<file path="src/rtl/pipe_pkg.sv">
// Shared pipeline definitions: reset PC and NOP defaults,
// fetch state encoding and a PC increment helper.
package pipe_pkg;

  localparam logic [31:0] DEF_RESET_PC  = 32'h0000_0000;
  localparam logic [31:0] DEF_NOP_INSTR = 32'h0000_0000;

  typedef enum logic [1:0] {
    FETCH = 2'd0,
    DRAIN = 2'd1,
    HOLD  = 2'd2,
    ERR   = 2'd3
  } fetch_state_t;

  function automatic logic [31:0] pc_plus4(input logic [31:0] pc);
    return pc + 32'd4;
  endfunction

endpackage

</file>
<file path="src/rtl/fetch_wdt.sv">
// Instruction-memory wait watchdog: counts stalled request cycles
// and flags the cycle on which the LIMIT-th wait occurs (LIMIT=0 disables).
module fetch_wdt #(
  parameter int unsigned LIMIT = 64
) (
  input  logic clk,
  input  logic reset,
  input  logic clear,
  input  logic tick,
  output logic expired
);

  localparam int unsigned W = (LIMIT > 0) ? $clog2(LIMIT + 1) : 1;
  localparam logic [W-1:0] LAST = W'(LIMIT - 1);

  logic [W-1:0] count;

  // wait-cycle counter, cleared on response or state change
  always_ff @(posedge clk or posedge reset) begin
    if (reset) begin
      count <= '0;
    end else if (clear) begin
      count <= '0;
    end else if (tick) begin
      count <= count + 1'b1;
    end
  end

  // expiry does not look at clear, so the caller may derive clear from it
  assign expired = (LIMIT != 0) && tick && (count == LAST);

endmodule

</file>
<file path="src/rtl/fetch_stage.sv">
// IF stage: PC register, next-PC select, imem handshake, drain/hold/timeout.
// Optional PC_ALIGN_CHECK_EN: misaligned redirects set misalignF and stop in ERR.
module fetch_stage
  import pipe_pkg::*;
#(
  parameter logic [31:0] RESET_PC       = DEF_RESET_PC,
  parameter logic [31:0] NOP_INSTR      = DEF_NOP_INSTR,
  parameter int unsigned TIMEOUT_CYCLES = 64
) (
  input  logic        clk,
  input  logic        reset,
  input  logic        stallF,
  input  logic        PCSrcD,
  input  logic [31:0] PCBranchD,
  output logic        imem_req,
  output logic [31:0] imem_addr,
  input  logic        imem_valid,
  input  logic [31:0] imem_rdata,
  output logic [31:0] PCF,
  output logic [31:0] PCPlus4F,
  output logic [31:0] instrF,
  output logic        validF,
  output logic        imem_errF,
  output logic        misalignF
);

  fetch_state_t state, state_n;
  logic [31:0] pc_q, pc_n;
  logic [31:0] kill_q, kill_n;
  logic [31:0] hold_q, hold_n;
  logic        err_q, err_n;
  logic        redir;
  logic        bad;
  logic        expired;
  logic        wdt_tick;
  logic        wdt_clear;

  assign redir = !stallF && PCSrcD;

`ifdef PC_ALIGN_CHECK_EN
  logic mis_q;

  assign bad = redir && (PCBranchD[1:0] != 2'b00);

  // sticky misaligned-redirect flag
  always_ff @(posedge clk or posedge reset) begin
    if (reset) begin
      mis_q <= 1'b0;
    end else if (bad && state != ERR) begin
      mis_q <= 1'b1;
    end
  end

  assign misalignF = mis_q;
`else
  assign bad       = 1'b0;
  assign misalignF = 1'b0;
`endif

  // state and datapath registers
  always_ff @(posedge clk or posedge reset) begin
    if (reset) begin
      state  <= FETCH;
      pc_q   <= RESET_PC;
      kill_q <= RESET_PC;
      hold_q <= NOP_INSTR;
      err_q  <= 1'b0;
    end else begin
      state  <= state_n;
      pc_q   <= pc_n;
      kill_q <= kill_n;
      hold_q <= hold_n;
      err_q  <= err_n;
    end
  end

  // next-state and next-PC selection
  always_comb begin
    state_n = state;
    pc_n    = pc_q;
    kill_n  = kill_q;
    hold_n  = hold_q;
    err_n   = err_q;
    unique case (state)
      FETCH: begin
        if (bad) begin
          pc_n    = PCBranchD;
          state_n = ERR;
        end else if (redir) begin
          pc_n = PCBranchD;
          if (!imem_valid) begin
            kill_n  = pc_q;
            state_n = DRAIN;
          end
        end else if (imem_valid) begin
          if (stallF) begin
            hold_n  = imem_rdata;
            state_n = HOLD;
          end else begin
            pc_n = pc_plus4(pc_q);
          end
        end
        if (expired) begin
          state_n = ERR;
          err_n   = 1'b1;
        end
      end
      DRAIN: begin
        if (bad) begin
          pc_n    = PCBranchD;
          state_n = ERR;
        end else begin
          if (redir) pc_n = PCBranchD;
          if (imem_valid) state_n = FETCH;
        end
        if (expired) begin
          state_n = ERR;
          err_n   = 1'b1;
        end
      end
      HOLD: begin
        if (bad) begin
          pc_n    = PCBranchD;
          state_n = ERR;
        end else if (!stallF) begin
          pc_n    = PCSrcD ? PCBranchD : pc_plus4(pc_q);
          state_n = FETCH;
        end
      end
      ERR: begin
        state_n = ERR;
      end
    endcase
  end

  // handshake and IF/ID outputs
  always_comb begin
    imem_req  = 1'b0;
    imem_addr = pc_q;
    validF    = 1'b0;
    instrF    = NOP_INSTR;
    if (!reset) begin
      unique case (state)
        FETCH: begin
          imem_req = 1'b1;
          validF   = !stallF && !PCSrcD && imem_valid;
          instrF   = validF ? imem_rdata : NOP_INSTR;
        end
        DRAIN: begin
          imem_req  = 1'b1;
          imem_addr = kill_q;
        end
        HOLD: begin
          validF = !stallF && !PCSrcD;
          instrF = validF ? hold_q : NOP_INSTR;
        end
        ERR: begin
          imem_req = 1'b0;
        end
      endcase
    end
  end

  assign wdt_tick  = imem_req && !imem_valid;
  assign wdt_clear = imem_valid || (state_n != state);

  fetch_wdt #(
    .LIMIT(TIMEOUT_CYCLES)
  ) u_wdt (
    .clk    (clk),
    .reset  (reset),
    .clear  (wdt_clear),
    .tick   (wdt_tick),
    .expired(expired)
  );

  assign PCF       = pc_q;
  assign PCPlus4F  = pc_plus4(pc_q);
  assign imem_errF = err_q;

endmodule

</file>
<file path="config.mk">
export PLATFORM = sky130hd
export DESIGN_NAME = fetch_stage
export DESIGN_NICKNAME = d
export VERILOG_FILES = /design/src/rtl/pipe_pkg.sv /design/src/rtl/fetch_wdt.sv /design/src/rtl/fetch_stage.sv
export SDC_FILE = /design/constraint.sdc
export NUM_CORES = 1
export LEC_CHECK = 0
export BUFFER_PORTS_ARGS = -buffer_cell sky130_fd_sc_hd__buf_2
export CAP_MARGIN = 30
export CORE_UTILIZATION = 56
export DETAILED_ROUTE_END_ITERATION = 16
export HOLD_SLACK_MARGIN = 0.12
export MAX_ROUTING_LAYER = met4
export PLACE_DENSITY = 0.86
export SETUP_SLACK_MARGIN = 0.1
export SLEW_MARGIN = 20
export SYNTH_ARGS = -nofsm -noshare
export SYNTH_HDL_FRONTEND = slang
export SYNTH_SLANG_ARGS = --single-unit
</file>
<file path="constraint.sdc">
create_clock -name clk -period 13 [get_ports clk]
set_clock_uncertainty 0.2 [all_clocks]
set_input_delay 2.6 -clock clk [delete_from_list [all_inputs] [get_ports clk]]
set_output_delay 2.6 -clock clk [all_outputs]
set_load 0.005 [all_outputs]
</file>
==> flow_metrics.tcl, run 1 <==
set metrics [dict create \
    dp.cells 976 \
    routabilityCongestion 0.854 \
    drc 0 \
    ant_nets 0 \
    multi_input_area_sq_um 3660 \
    hold_depth 1 \
    cp_cell_sequence "buf_2, nand2_1, nor3_2, buf_4, a22oi_1, nor2_1, buf_2" \
    start_kind "primary input" \
    cap_violations 0 \
    die_h_um 110 \
    crit_family "buffers and inverters" \
    critPathRequiredTime_ns 10.20 \
    pin_count 201 \
    clk_latency_ns 0.36 \
    grt_pass1_vias 5969 \
    wire_per_inst_um 18.6 \
    maxSlewViolCount 0 \
    cellPowerDensity_nw_per_um2 232 \
    crit_cells 7 \
    grt_overflow 0 \
    synthCells 686 \
    clock_path_buffers 2 \
    switching_share 0.414 \
    nets 920 \
    ys_ff_latch 106 \
    yosysTopAreaCell "dfrtp_1" \
    grt_first_pass_wirelength_mm 30.6 \
    cts_root_buf "clkbuf_16" \
    status "complete, no violations" \
    synth_fp_nets 762 \
    ys_warn_count 0 \
    fin_area_sq_um 7990 \
    track_usage 0.320 \
    power.internal_mw 1.09 \
    vias 6126 \
    syn_avg_cell_area_sq_um 9.61 \
    cpPeakStageDelay_ns 0.36 \
    power_mw 1.85 \
    io_buffers 199 \
    antenna_found_initial 3 \
    post-route-period-util 0.523 \
    ir_worst_vdd_mv 0.159 \
    dieArea_sq_um 12200 \
    rows 39 \
    numCtsBuffers 9 \
    r2r_end "PCF[31]" \
    dp.final_hpwl_mm 12.7 \
    relSlewSlack 0.452 \
    cts_setup_buffers 0 \
    hold_viol 0 \
    synth_async_sr_flop_share 1.00 \
    drive_gt1_frac 0.397 \
    finalSetupTns_ns 0 \
    r2r_setup_slack_ns 9.88 \
    synth_top_area_share 0.402 \
    tightest_slew_ns 0.821 \
    cpMostUsedCell "buf_2" \
    vias_per_cell 6.16 \
    seqPwrFrac 0.343 \
    grt_setup_unrepaired "no" \
    cts.repair.resized 0 \
    cts_tree "yes" \
    p_leak_nw 3.69 \
    worstHoldStart "imem_errF" \
    finalWorstSetupSlack_ns 6.20 \
    min_to "imem_errF" \
    clock_sinks 106 \
    ys_types 69 \
    hold_path.class "flip-flop to flip-flop" \
    synth_area_sq_um 6590 \
    reg2reg_from "state[1]" \
    clockPowerShare 0.174 \
    worstSetupPathType "primary input to output port" \
    dpl-instance-area_sq_um 7630 \
    max_freq_mhz 147 \
    synth_edf_count 0 \
    drt_first_pass_iters 5 \
    cts_hold_buf 0 \
    core_sq_um 11500 \
    period_needed_ns 6.80 \
    path_clk_slew_ns 0.07 \
    wl_mm 18.5 \
    fin_cells 995 \
    seq_area_sq_um 2650 \
    htree_num_levels 3 \
    ys_seq_area_frac 0.402 \
    slowest_stage "buf_4" \
    reg2regPathDepth 6 \
    synth_ff_type "dfrtp_1" \
    setup_violations 0 \
    n_fill_cell 893 \
    critPathCaptureType "output port" \
    synthTopCellsByArea "dfrtp_1 40%, mux2_2 16%, a22oi_1 4.7%" \
    grt_max_degree 56 \
    place_ws_ns 6.22 \
    critPathMaxFanout 33 \
    p_comb_frac 0.483 \
    cp_data_arrival_time_ns 4.00 \
    drtIter0Drc 554 \
    crit_buf_inv 3 \
    syn_to_final_growth_pct 21.2 \
    p_sw_mw 0.768 \
    die_w_um 110 \
    start_util 0.575 \
]
## synth_stat cells (4+ instances only)
master	n
xor2_1	12
o21ai_1	6
ha_1	7
o21ai_0	32
nor3_1	20
nor3b_1	4
nand3_1	24
a221oi_1	5
nor2_1	71
xnor2_1	21
mux2_2	91
nand2_1	41
a21oi_1	25
buf_2	19
and3_1	5
nor4_1	6
nand2b_1	4
nor4b_1	6
o22ai_1	4
buf_4	6
nand4_1	13
o2bb2ai_1	4
dfrtp_1	106
a22oi_1	41
clkbuf_1	34
and4_1	6
inv_1	11
## cell usage in the layout (no fill, tap or decap), types with 4 or more instances in the layout
cell type,n
a21oi_1,25
a221oi_1,5
a22oi_1,41
and3_1,5
and4_1,6
buf_2,199
buf_4,9
clkbuf_16,9
dfrtp_1,106
ha_1,7
inv_1,10
mux2_2,91
nand2_1,41
nand2b_1,4
nand3_1,24
nand4_1,13
nor2_1,69
nor3_1,19
nor3_2,4
nor3b_1,4
nor4_1,6
nor4b_1,6
o21ai_0,32
o21ai_1,5
o22ai_1,4
o2bb2ai_1,4
xnor2_1,21
xor2_1,12
## power by group through the flow
stage | clock, mW | sequential (mW) | combinational (mW)
after floorplan | 0 | 0.555 | 0.663
after global placement | 0 | 0.630 | 0.862
after detailed placement | 0 | 0.635 | 0.889
after CTS | 0.330 | 0.631 | 0.895
after global routing | 0.337 | 0.656 | 0.986
final | 0.323 | 0.636 | 0.896
## final cells by class
type	instances	area share
tap	143	0.0224
clock buffer	11	0.0316
clock inverter	5	0.0125
sequential	106	0.332
antenna	3	0.000940
multi-input combinational	507	0.458
timing repair buffer	209	0.137
inverter	11	0.00548
## metal layers
metal	GRT usage	vias up	wire [um]
met5	-	-	0
met4	0.100	0	272
met3	0.0686	27	1490
met2	0.527	304	8970
met1	0.394	2980	7760
li1	-	2815	-
## stage by stage
step / hold slack [ns] / util
detailed placement: 0.256 / 0.665
CTS: 0.281 / 0.696
finish: 0.279 / 0.696
floorplan: 0.259 / -
global placement: 0.249 / 0.663
global route: 0.309 / 0.696
## worst max-delay path by stage
| stage | endpoint | slack [ns] | from |
|---|---|---|---|
| after floorplan | instrF[10] | 4.48 | reset |
| after global placement | imem_addr[18] | 6.08 | reset |
| after detailed placement | instrF[31] | 6.22 | reset |
| after CTS | instrF[28] | 6.19 | reset |
| after global routing | instrF[10] | 6.07 | reset |
| final | instrF[26] | 6.20 | imem_valid |
## flip-flops by register name, indices dropped and copies added, names as in the netlist
name	count
hold_q	32
PCF	32
imem_errF	1
kill_q	32
u_wdt.count	7
state	2
## worst register-to-register path, stage by stage, from the launching register on
cell and delay [ns]:
dfrtp_1 0.55, inv_1 0.12, ha_1 0.71, mux2_2 0.62, and2_1 0.33, a22o_1 0.20, a211o_1 0.27
## kinds of logic (layout without fill, tap and decap cells)
group                    Yosys count  count (layout)  share of synthesized area
AO/OA/AOI/OAI                    152             152                      0.159
multiplexers                      92              92                      0.157
other                              1               4                   0.000569
flip-flops                       106             106                      0.402
XOR/XNOR                          33              33                     0.0439
buffers and inverters             73             236                     0.0486
AND/OR/NAND/NOR                  222             222                      0.175
adder cells (fa/ha/maj)            7               7                     0.0133
No activity file was read; power rests on OpenSTA's default activity.
==> run 2: changes to the inputs <==
--- a/config.mk
+++ b/config.mk
@@ -7,11 +7,11 @@
 export LEC_CHECK = 0
 export BUFFER_PORTS_ARGS = -buffer_cell sky130_fd_sc_hd__buf_2
 export CAP_MARGIN = 30
-export CORE_UTILIZATION = 56
+export CORE_UTILIZATION = 52
 export DETAILED_ROUTE_END_ITERATION = 16
 export HOLD_SLACK_MARGIN = 0.12
 export MAX_ROUTING_LAYER = met4
-export PLACE_DENSITY = 0.86
+export PLACE_DENSITY = 0.81
 export SETUP_SLACK_MARGIN = 0.1
 export SLEW_MARGIN = 20
 export SYNTH_ARGS = -nofsm -noshare
==> constraint.sdc (replaced) <==
create_clock -name clk -period 7 [get_ports clk]
set_clock_uncertainty 0.2 [all_clocks]
set_input_delay 1.4 -clock clk [delete_from_list [all_inputs] [get_ports clk]]
set_output_delay 1.4 -clock clk [all_outputs]
set_load 0.005 [all_outputs]
==> flow_metrics.tcl, run 2 (synthesis results as in run 1) <==
set metrics [dict create \
    max_freq_mhz 224 \
    cts_root_buf "clkbuf_16" \
    cp_data_arrival_time_ns 2.87 \
    p_sw_mw 1.39 \
    final_common_cell "buf_2" \
    grt_first_pass_wirelength_mm 29.0 \
    track_usage 0.292 \
    vias_per_cell 5.85 \
    drt_first_pass_iters 5 \
    cellPowerDensity_nw_per_um2 415 \
    switching_share 0.424 \
    n_fill_cell 1041 \
    die_h_um 115 \
    finalWorstSetupSlack_ns 2.53 \
    cts_setup_buffers 0 \
    path_clk_slew_ns 0.06 \
    period_needed_ns 4.47 \
    tightest_slew_ns 0.776 \
    power.internal_mw 1.89 \
    critPathCaptureType "output port" \
    seq_area_sq_um 2650 \
    clock_sinks 106 \
    wire_per_inst_um 17.7 \
    ant_nets 0 \
    syn_to_final_growth_pct 20.2 \
    wl_mm 18.0 \
    htree_num_levels 3 \
    routabilityCongestion 0.818 \
    mostFrequentLayoutCells "199 x buf_2, 106 x dfrtp_1, 91 x mux2_2" \
    drive_gt1_frac 0.394 \
    nets 921 \
    worstSetupPathType "primary input to output port" \
    finalSetupTns_ns 0 \
    p_leak_nw 3.64 \
    critPathRequiredTime_ns 5.40 \
    dieArea_sq_um 13100 \
    clockPowerShare 0.139 \
    drtIter0Drc 471 \
    die_w_um 115 \
    setup_violations 0 \
    cts_hold_buf 0 \
    place_ws_ns 2.17 \
    hold_slack_ns 0.262 \
    clk_latency_ns 0.35 \
    relSlewSlack 0.483 \
    start_util 0.542 \
    critPathMaxFanout 13 \
    post-route-period-util 0.639 \
    seqPwrFrac 0.354 \
    vias 5939 \
    start_kind "primary input" \
    grt_pass1_vias 5652 \
    io_buffers 199 \
    rows 40 \
    maxSlewViolCount 0 \
    status "complete, no violations" \
    multi_input_area_sq_um 3660 \
    cts_tree "yes" \
    cts.repair.resized 0 \
    clock_path_buffers 2 \
    cap_violations 0 \
    drc 0 \
    grt_setup_unrepaired "no" \
    hold_viol 0 \
    grt_overflow 0 \
    pin_count 201 \
    numCtsBuffers 9 \
    hold_path.class "flip-flop to flip-flop" \
    dp.final_hpwl_mm 12.7 \
    p_comb_frac 0.507 \
    antenna_found_initial 2 \
    ir_worst_vdd_mv 0.192 \
    core_sq_um 12200 \
    grt_max_degree 62 \
    final_util 0.651 \
]
run 2: changes by cell type in the layout (fill, tap and decap cells not counted):
cell,delta
buf_6,+1
bufinv_16,-3
clkbuf_1,+1
clkbuf_8,-1
clkinv_2,-1
diode_2,-1
run 2: power groups by stage:
stage	logic, mW	registers [mW]	clock network, mW
after floorplan	1.23	1.03	0
after global placement	1.62	1.15	0
after detailed placement	1.66	1.17	0
after CTS	1.66	1.16	0.467
after global routing	1.84	1.21	0.486
final	1.67	1.16	0.457
run 2: path summary, 6_finish.rpt:
path	from	end	slack, ns	cells past startpoint
setup / recovery	PCSrcD	instrF[4]	2.53	7
hold / removal	imem_errF	imem_errF	0.26	1
setup reg to reg	state[1]	PCF[31]	3.93	6
hold reg to reg	imem_errF	imem_errF	0.26	1
max in group asynchronous	reset	kill_q[16]	4.45	3
min in group asynchronous	reset	u_wdt.count[6]	0.96	2
run 2: layout make-up:
type | count | area share
clock buffers | 11 | 0.0306
inverters | 11 | 0.00553
flip-flops and latches | 106 | 0.335
well taps | 168 | 0.0265
diodes | 2 | 0.000632
clock inverters | 1 | 0.000632
multi-input cells | 507 | 0.462
repair buffers | 210 | 0.139
run 2: layer usage:
| metal | global-route usage | vias up | wire length [um] | share of wire |
|---|---|---|---|---|
| met5 | - | - | 0 | 0 |
| met4 | 0.119 | 0 | 384 | 0.021 |
| met3 | 0.0482 | 24 | 1210 | 0.067 |
| met2 | 0.469 | 256 | 8450 | 0.47 |
| met1 | 0.369 | 2844 | 7960 | 0.44 |
| li1 | - | 2815 | - | - |
run 2: through the flow:
step	instances	area (sq um)	power, mW
5_1_grt	1016	7920	3.53
6_report	1016	7920	3.29
3_5_place_dp	1001	7660	2.83
4_1_cts	1013	7910	3.29
2_1_floorplan	686	6590	2.26
3_3_place_gp	1000	7630	2.77
run 2: worst max-delay path, stage by stage:
cell      delay [ns]
buf_2           0.15
nand2b_1        0.24
nor2_2          0.48
buf_4           0.28
a22oi_1         0.10
nor2_1          0.10
buf_2           0.11
==> run 3: changes to the inputs <==
--- a/config.mk
+++ b/config.mk
@@ -5,13 +5,14 @@
 export SDC_FILE = /design/constraint.sdc
 export NUM_CORES = 1
 export LEC_CHECK = 0
+export ABC_AREA = 1
 export BUFFER_PORTS_ARGS = -buffer_cell sky130_fd_sc_hd__buf_2
 export CAP_MARGIN = 30
-export CORE_UTILIZATION = 52
+export CORE_UTILIZATION = 53
 export DETAILED_ROUTE_END_ITERATION = 16
 export HOLD_SLACK_MARGIN = 0.12
 export MAX_ROUTING_LAYER = met4
-export PLACE_DENSITY = 0.81
+export PLACE_DENSITY = 0.82
 export SETUP_SLACK_MARGIN = 0.1
 export SLEW_MARGIN = 20
 export SYNTH_ARGS = -nofsm -noshare
==> constraint.sdc (replaced) <==
create_clock -name clk -period 4.4 [get_ports clk]
set_clock_uncertainty 0.2 [all_clocks]
set_input_delay 0.88 -clock clk [delete_from_list [all_inputs] [get_ports clk]]
set_output_delay 0.88 -clock clk [all_outputs]
set_load 0.005 [all_outputs]
==> flow_metrics.tcl, run 3 <==
set metrics [dict create \
    status "complete, no violations" \
    drc 0 \
    hold_viol 0 \
    start_util 0.544 \
    drtIter0Drc 687 \
    die_h_um 116 \
    synth_top_area_share 0.387 \
    finalSetupTns_ns 0 \
    p_leak_nw 4.23 \
    routabilityCongestion 0.937 \
    finalWorstSetupSlack_ns 0.810 \
    dieArea_sq_um 13400 \
    pin_count 201 \
    grt_overflow 0 \
    cts_root_buf "clkbuf_16" \
    dpl-instance-area_sq_um 7970 \
    numCtsBuffers 9 \
    top_layer "met4" \
    clock_path_buffers 2 \
    critPathRequiredTime_ns 3.32 \
    hold_slack_ns 0.270 \
    final_util 0.655 \
    cpPeakStageDelay_ns 0.48 \
    tightest_slew_ns 0.820 \
    synth_fp_nets 1008 \
    yosysTopAreaCell "dfrtp_1" \
    ys_top_cells_by_count "185 x nand2_1, 106 x dfrtp_1, 94 x inv_1" \
    place_ws_ns 1.03 \
    synth.most_common_cell "nand2_1" \
    grt_first_pass_wirelength_mm 31.2 \
    ant_nets 0 \
    synthCells 932 \
    rows 41 \
    synth_area_sq_um 6860 \
    wl_mm 20.1 \
    drt_first_pass_iters 6 \
    wire_per_inst_um 15.7 \
    hold_path.class "flip-flop to flip-flop" \
    cellPowerDensity_nw_per_um2 233 \
    ys_ff_latch 106 \
    setup_violations 0 \
    cap_violations 0 \
    grt_setup_unrepaired "no" \
    syn_to_final_growth_pct 20.5 \
    max_freq_mhz 279 \
    period_needed_ns 3.59 \
    cp_cell_sequence "inv_1, ha_1, nand2_2, buf_4, o21ai_0, buf_2" \
    relSlewSlack 0.453 \
    track_usage 0.309 \
    fin_area_sq_um 8270 \
    cts_hold_buf 0 \
    dp.final_hpwl_mm 14.4 \
    ys_seq_area_frac 0.387 \
    synth_edf_count 0 \
    cp_data_arrival_time_ns 2.51 \
    io_buffers 199 \
    worstSetupPathType "flip-flop to output port" \
    synth_async_sr_flop_share 1.00 \
    cts_setup_buffers 0 \
    antenna_found_initial 3 \
    vias 7156 \
    maxSlewViolCount 0 \
    post-route-period-util 0.816 \
    die_w_um 116 \
    mostFrequentLayoutCells "199 x buf_2, 183 x nand2_1, 106 x dfrtp_1" \
    clk_latency_ns 0.36 \
    htree_num_levels 3 \
    wl_met3_mm 1.58 \
    vias_per_cell 5.59 \
    clock_sinks 106 \
    grt_pass1_vias 6417 \
    synthTopCellsByArea "dfrtp_1 39%, nand2_1 10%, nand3_1 6.2%" \
    ir_worst_vdd_mv 0.177 \
    n_fill_cell 1155 \
    ys_warn_count 0 \
    synth_ff_type "dfrtp_1" \
    met1_length_mm 8.23 \
    nets 1177 \
    critPathCaptureType "output port" \
    cts.repair.resized 0 \
    syn_avg_cell_area_sq_um 7.36 \
    grt_max_degree 61 \
    slowest_stage "nand2_2" \
    ys_types 38 \
    path_clk_slew_ns 0.07 \
    critPathMaxFanout 34 \
    cts_tree "yes" \
    core_sq_um 12600 \
    drive_gt1_frac 0.256 \
    route.met2.wl_mm 9.67 \
    start_kind "flip-flop" \
    final_common_cell "buf_2" \
]
==> run 3: cell count changes in the layout (fill, tap and decap cells not counted), moves of 17 or more <==
cell | before | now
nand2_1 | 41 | 183
inv_1 | 10 | 93
nand3_1 | 24 | 85
mux2_2 | 91 | 32
a21oi_1 | 25 | 81
a22oi_1 | 41 | 5
nand4_1 | 13 | 48
o21ai_0 | 32 | 55
xnor2_1 | 21 | 4
==> run 3: final cells by class <==
cell class	instances	area, sq um	area share
Tap cell	172	215	0.0260
Clock inverter	3	40.0	0.00484
Sequential cell	106	2650	0.321
Clock buffer	12	246	0.0298
Antenna cell	3	7.51	0.000908
Inverter	95	360	0.0436
Multi-Input combinational cell	674	3620	0.438
Timing Repair Buffer	215	1130	0.137
==> run 3: power by group <==
group	total (mW)	internal (mW)	switching, mW
Combinational	0.118	0.0370	0.0811
Sequential	0.991	0.985	0.00613
Clock	0.816	0.453	0.363
==> run 3: final timing paths <==
kind,slack [ns],depth (start not counted),startpoint,to
max in group asynchronous,2.22,4,reset,hold_q[21]
setup reg to reg,1.21,13,state[0],PCF[30]
hold / removal,0.27,2,imem_errF,imem_errF
min in group asynchronous,0.54,3,reset,PCF[28]
setup / recovery,0.81,6,state[1],imem_addr[12]
hold reg to reg,0.27,2,imem_errF,imem_errF
==> run 3: worst max-delay path: cells and delay by family, from the launching register on <==
family,cells,cell delay [ns]
adder cells (fa/ha/maj),1,0.37
buffers and inverters,3,0.64
flip-flops,1,0.47
AND/OR/NAND/NOR,1,0.48
AO/OA/AOI/OAI,1,0.17
==> run 3: per-layer routing <==
layer  vias up  GRT usage
met1      3346      0.383
met3        43     0.0565
li1       3456          -
met5         -          -
met2       311      0.493
met4         0      0.138
==> run 3: metrics by stage <==
step                      power, mW  instances
after global routing           1.98       1280
after floorplan                1.07        932
after detailed placement       1.13       1262
after CTS                      1.93       1277
after global placement         1.13       1261
final                          1.93       1280
==> run 3: logic make-up after synthesis <==
kind of cell,share of synthesized area
buffers and inverters,0.0877
AO/OA/AOI/OAI,0.131
flip-flops,0.387
AND/OR/NAND/NOR,0.298
XOR/XNOR,0.0294
adder cells (fa/ha/maj),0.0128
multiplexers,0.0540
other,0.000547
